<file path="src/rtl/bicubic_mult_stage1_pipe.sv">
// Stage-1 bicubic coefficient multiplier: CH signed pixels per beat are scaled by a
// table coefficient and carried through a LATENCY-deep valid/ready pipeline.
module bicubic_mult_stage1_pipe #(
  parameter int CH      = 4,
  parameter int PIX_W   = 9,
  parameter int PROD_W  = 24,
  parameter int LATENCY = 2,
  parameter int TAG_W   = 8
) (
  input  logic                  clk,
  input  logic                  rst,
  input  logic                  in_valid,
  output logic                  in_ready,
  input  logic [CH*3-1:0]       in_weight,
  input  logic [CH*PIX_W-1:0]   in_pixel,
  input  logic [TAG_W-1:0]      in_tag,
  output logic                  out_valid,
  input  logic                  out_ready,
  output logic [CH*PROD_W-1:0]  out_product,
  output logic [TAG_W-1:0]      out_tag
);

  generate
    if (PROD_W < PIX_W + 12) begin : g_bad_prod_w
      $error("PROD_W must be at least PIX_W+12");
    end
    if (LATENCY < 1 || LATENCY > 4) begin : g_bad_latency
      $error("LATENCY must be within 1..4");
    end
  endgenerate

  function automatic logic signed [11:0] coef_lut(input logic [2:0] idx);
    logic signed [11:0] c;
    case (idx)
      3'd0:    c = -12'sd21;
      3'd1:    c = -12'sd135;
      3'd2:    c = -12'sd147;
      3'd3:    c = -12'sd225;
      3'd4:    c = 12'sd235;
      3'd5:    c = 12'sd873;
      3'd6:    c = 12'sd1535;
      3'd7:    c = 12'sd1981;
      default: c = 12'sd0;
    endcase
    return c;
  endfunction

  logic [CH*PROD_W-1:0] prod_s;

  // Both operands are sign-extended to PROD_W first, so the product is exact.
  for (genvar k = 0; k < CH; k++) begin : g_mul
    logic signed [PIX_W-1:0]  pix_s;
    logic signed [PROD_W-1:0] pix_ext_s;
    logic signed [PROD_W-1:0] coef_ext_s;
    assign pix_s      = in_pixel[k*PIX_W +: PIX_W];
    assign pix_ext_s  = PROD_W'(pix_s);
    assign coef_ext_s = PROD_W'(coef_lut(in_weight[3*k +: 3]));
    assign prod_s[k*PROD_W +: PROD_W] = pix_ext_s * coef_ext_s;
  end

  logic [LATENCY-1:0]   v_q, v_d;
  logic [LATENCY-1:0]   rdy_s;
  logic [CH*PROD_W-1:0] prod_q [LATENCY];
  logic [CH*PROD_W-1:0] prod_d [LATENCY];
  logic [TAG_W-1:0]     tag_q  [LATENCY];
  logic [TAG_W-1:0]     tag_d  [LATENCY];

  // A stage may load when the stage after it moves or when it is empty itself.
  always_comb begin
    logic r;
    rdy_s = '0;
    r     = out_ready;
    for (int i = LATENCY - 1; i >= 0; i--) begin
      r        = r | ~v_q[i];
      rdy_s[i] = r;
    end
  end

  always_comb begin
    v_d    = v_q;
    prod_d = prod_q;
    tag_d  = tag_q;
    if (rdy_s[0]) begin
      v_d[0]    = in_valid;
      prod_d[0] = prod_s;
      tag_d[0]  = in_tag;
    end
    for (int i = 1; i < LATENCY; i++) begin
      if (rdy_s[i]) begin
        v_d[i]    = v_q[i-1];
        prod_d[i] = prod_q[i-1];
        tag_d[i]  = tag_q[i-1];
      end
    end
  end

  always_ff @(posedge clk) begin
    if (rst) begin
      v_q <= '0;
      for (int i = 0; i < LATENCY; i++) begin
        prod_q[i] <= '0;
        tag_q[i]  <= '0;
      end
    end else begin
      v_q    <= v_d;
      prod_q <= prod_d;
      tag_q  <= tag_d;
    end
  end

  assign in_ready    = rdy_s[0];
  assign out_valid   = v_q[LATENCY-1];
  assign out_product = prod_q[LATENCY-1];
  assign out_tag     = tag_q[LATENCY-1];

endmodule

</file>
<file path="config.mk">
export PLATFORM = sky130hd
export DESIGN_NAME = bicubic_mult_stage1_pipe
export DESIGN_NICKNAME = d
export VERILOG_FILES = /design/src/rtl/bicubic_mult_stage1_pipe.sv
export SDC_FILE = /design/constraint.sdc
export NUM_CORES = 1
export LEC_CHECK = 0
export CORE_MARGIN = 5
export CORE_UTILIZATION = 55
export CTS_CLUSTER_SIZE = 40
export DETAILED_ROUTE_END_ITERATION = 16
export MAX_ROUTING_LAYER = met4
export PLACE_DENSITY = 0.74
export SLEW_MARGIN = 30
export SYNTH_ARGS = -nofsm -noshare
export SYNTH_HDL_FRONTEND = slang
export SYNTH_SLANG_ARGS = --single-unit
export TNS_END_PERCENT = 1
</file>
<file path="constraint.sdc">
create_clock -name clk -period 8.55 [get_ports clk]
set_input_delay 1.71 -clock clk [delete_from_list [all_inputs] [get_ports clk]]
set_output_delay 1.71 -clock clk [all_outputs]
set_load 0.01 [all_outputs]
</file>
==> metrics.md <==
| Metric | Value |
|---|---|
| Status | complete, no violations |
| Cell variety after synth | 62 |
| Commonest non-fill, non-tap cell in the layout | nand2_1 |
| Vias post-DR | 16,400 |
| Critical path class | in -> reg |
| Sequential area share after synthesis | 16.8% |
| Final instance area | 24,100 um2 |
| Core ar. | 39,800 um2 |
| Clock Latency Late Sink | 0.45 ns |
| Post-Route Utilization | 60.6% |
| Sequential share of power | 12.6% |
| Post-synth top area cell | fa_1 |
| Fill count | 3,577 |
| Post-cts sizing count | 0 |
| Hold Crit Class | reg -> reg |
| Pwr Total | 10.0 mW |
| Horiz. Die Dim | 211 um |
| Placed cells | 3,021 |
| Syn nets | 3,116 |
| Grt total ovfl | 0 |
| Max FO, Critical Path | 11 |
| Final period utilization | 89.6% |
| Buf+Inv Stages, Crit Path | 5 |
| Gate Count Post-Synth | 2,508 |
| Htree depth | 4 |
| Largest net degree at the start of global routing | 94 |
| Via/cell ratio | 5.37 |
| HPWL after DPL | 42,100 um |
| CP most frequent cell | fa_1 |
| Critical path cell sequence | clkdlybuf4s50_1, clkinv_1, mux2i_1, nand2_1, fa_1, inv_1, fa_1, inv_1, fa_1, inv_1, fa_1, fa_1, ha_1, o21ai_1, o21a_1, nor3_2, a21oi_1, o31ai_2, xnor2_1, a211oi_1 |
| Synthesized flop and latch total | 186 |
| Cts bufs inserted | 17 |
| CP top delay family | adder cells |
| Gpl congestion | 0.965 |
| Aggregate routed wire length | 51,900 um |
| Port Buf Inserts | 165 |
| Syn Area/Cell | 8.83 um2 |
| CP required | 8.91 ns |
| Asr flop ratio synth | 0% |
| Post-DRT Antenna Nets | 0 |
| Max VDD drop | 0.000279 V |
| Lkg Pwr | 11.5 nW |
| Total track usage | 24.8% |
| Yosys top cell area share | 32.2% |
| Internal cell power | 5.26 mW |
| CP Capture Type | register |
| Total die area | 44,400 um2 |
| Die height | 211 um |
| Initial antenna violation count | 0 |
| Final WS setup | 0.887 ns |
| Worst path max stage delay | 0.78 ns |
| Share of post-route cells with drive strength above 1 | 3.24% |
| Clock power frac | 8.4% |
| Post-synth EDFFs | 0 |
| Global-route wire length before repair | 87,300 um |
| Iter 0 DRT Violations | 1,007 |
| Gate power share | 79.0% |
| Vias in the first global route | 17,197 |
| Antenna Cells | 0 |
| Clock skew | 0.0151 ns |
| Psw | 4.78 mW |
| CTS tree | yes |
| Area after DPL | 23,500 um2 |
| Count of pins over their slew limit | 0 |
| Worst Path Arrival | 8.02 ns |
| Setup tns final | 0 ns |
| Mapped Area | 22,100 um2 |
| # hold bufs at CTS | 0 |
| Residual DRC | 0 |
| Sink Count | 186 |
| Area Growth Syn to Fin | 8.96% |
| Worst path slowest cell | mux2i_1 |
| Max Root-Sink Buffers | 2 |
| FMAX | 131 MHz |
| Commonest cells after routing, fill and taps aside | 443 x nand2_1, 362 x inv_1, 356 x fa_1 |
| Clock slew at reported path FFs | 0.08 ns |
| CP startpoint kind | input pin |
| Setup Buffers After CTS | 0 |
| Max_cap viols | 0 |
| Initial Util | 55.6% |
| # IOs | 166 |
| 1st-pass router iterations | 5 |
| RSZ-0062 raised after global routing | no |
| Measured slew at the worst slew-check pin | 0.910 ns |
| Core Rows | 73 |
| Nets@finish | 3,123 |
| Net Sw Frac | 47.6% |
| Rel. slew slack | 37.6% |
| Power Dens Cells | 416 nW/um2 |
| Routed wire per std cell | 17.0 um |
| Top FF cell, synth | dfxtp_1 |
| DP Worst Slack | 0.527 ns |
| Hold Vio Cnt, Final | 0 |
| Largest cells by area after synthesis | fa_1 32%, dfxtp_1 17%, ha_1 11% |
| Worst hold margin | 0.451 ns |
| Root buf cell | clkbuf_16 |
| Non-Filler Instances | 3,053 |
| Final setup viols | 0 |
| Synth warn | 0 |
| Final min period | 7.66 ns |
[power by group through the flow]
| stage | Clock [mW] | Combinational, mW | Sequential [mW] |
|---|---|---|---|
| 3_3_place_gp | 0 | 7.66 | 1.28 |
| 5_1_grt | 0.900 | 9.08 | 1.29 |
| 4_1_cts | 0.861 | 8.00 | 1.27 |
| 3_5_place_dp | 0 | 7.92 | 1.28 |
| 2_1_floorplan | 0 | 6.37 | 1.24 |
| 6_report | 0.847 | 7.93 | 1.27 |
[Yosys cell counts, types with 22 or more instances]
library cell and n:
nand2_1 443, xnor2_1 59, a21oi_1 221, ha_1 192, nor2_1 72, fa_1 356
and2_1 90, o21ai_0 39, buf_4 104, nand3_1 22, nand2b_1 24, inv_1 362
nor2b_1 45, clkbuf_1 73, dfxtp_1 186
[cells by family (layout without fill, tap and decap cells)]
family,count (synthesis),after routing,share of synthesized area (%)
AND/OR/NAND/NOR,762,762,15.7
flip-flops,186,186,16.8
AO/OA/AOI/OAI,379,379,10.3
multiplexers,8,8,0.362
buffers and inverters,560,580,11.3
XOR/XNOR,65,65,2.57
adder cells (fa/ha/maj),548,548,43.0
[registers in the layout (all words and copies together) (netlist names)]
| signal | count |
|---|---|
| v_q | 2 |
| out_product | 84 |
| prod_q | 84 |
| tag_q | 8 |
| out_tag | 8 |
[final timing paths]
path	cells past startpoint	startpoint	endpoint	slack (ns)
setup / recovery	20	in_weight[7]	prod_q[167]	0.89
hold / removal	2	out_product[12]	out_product[12]	0.45
setup reg to reg	7	v_q[1]	prod_q[119]	5.20
hold reg to reg	2	out_product[12]	out_product[12]	0.45
[worst register-to-register path, cell delays in order (launching register included)]
cell and delay, ns:
dfxtp_1 0.41, nor2b_4 0.19, and2_4 0.47, clkinv_2 0.80
buf_4 0.56, nor2_1 0.56, a32oi_1 0.10, nor3_1 0.18
[layout make-up]
| type | instances | area (um2) | area share [%] |
|---|---|---|---|
| Clock buffer | 18 | 439 | 1.82 |
| Clock inverter | 14 | 191 | 0.793 |
| Inverter | 367 | 1380 | 5.71 |
| Multi-Input combinational cell | 1762 | 15900 | 66.0 |
| Sequential cell | 186 | 3720 | 15.4 |
| Tap cell | 525 | 657 | 2.72 |
| Timing Repair Buffer | 181 | 1800 | 7.47 |
[per-layer routing]
metal / part of all wire (%) / up-vias / GRT usage (%)
li1: - / 7795 / -
met1: 44 / 8173 / 33.4
met2: 50 / 370 / 41.1
met3: 4.0 / 62 / 2.55
met4: 1.8 / 0 / 5.28
met5: 0 / - / -
Power figures use the tool's default switching activity.
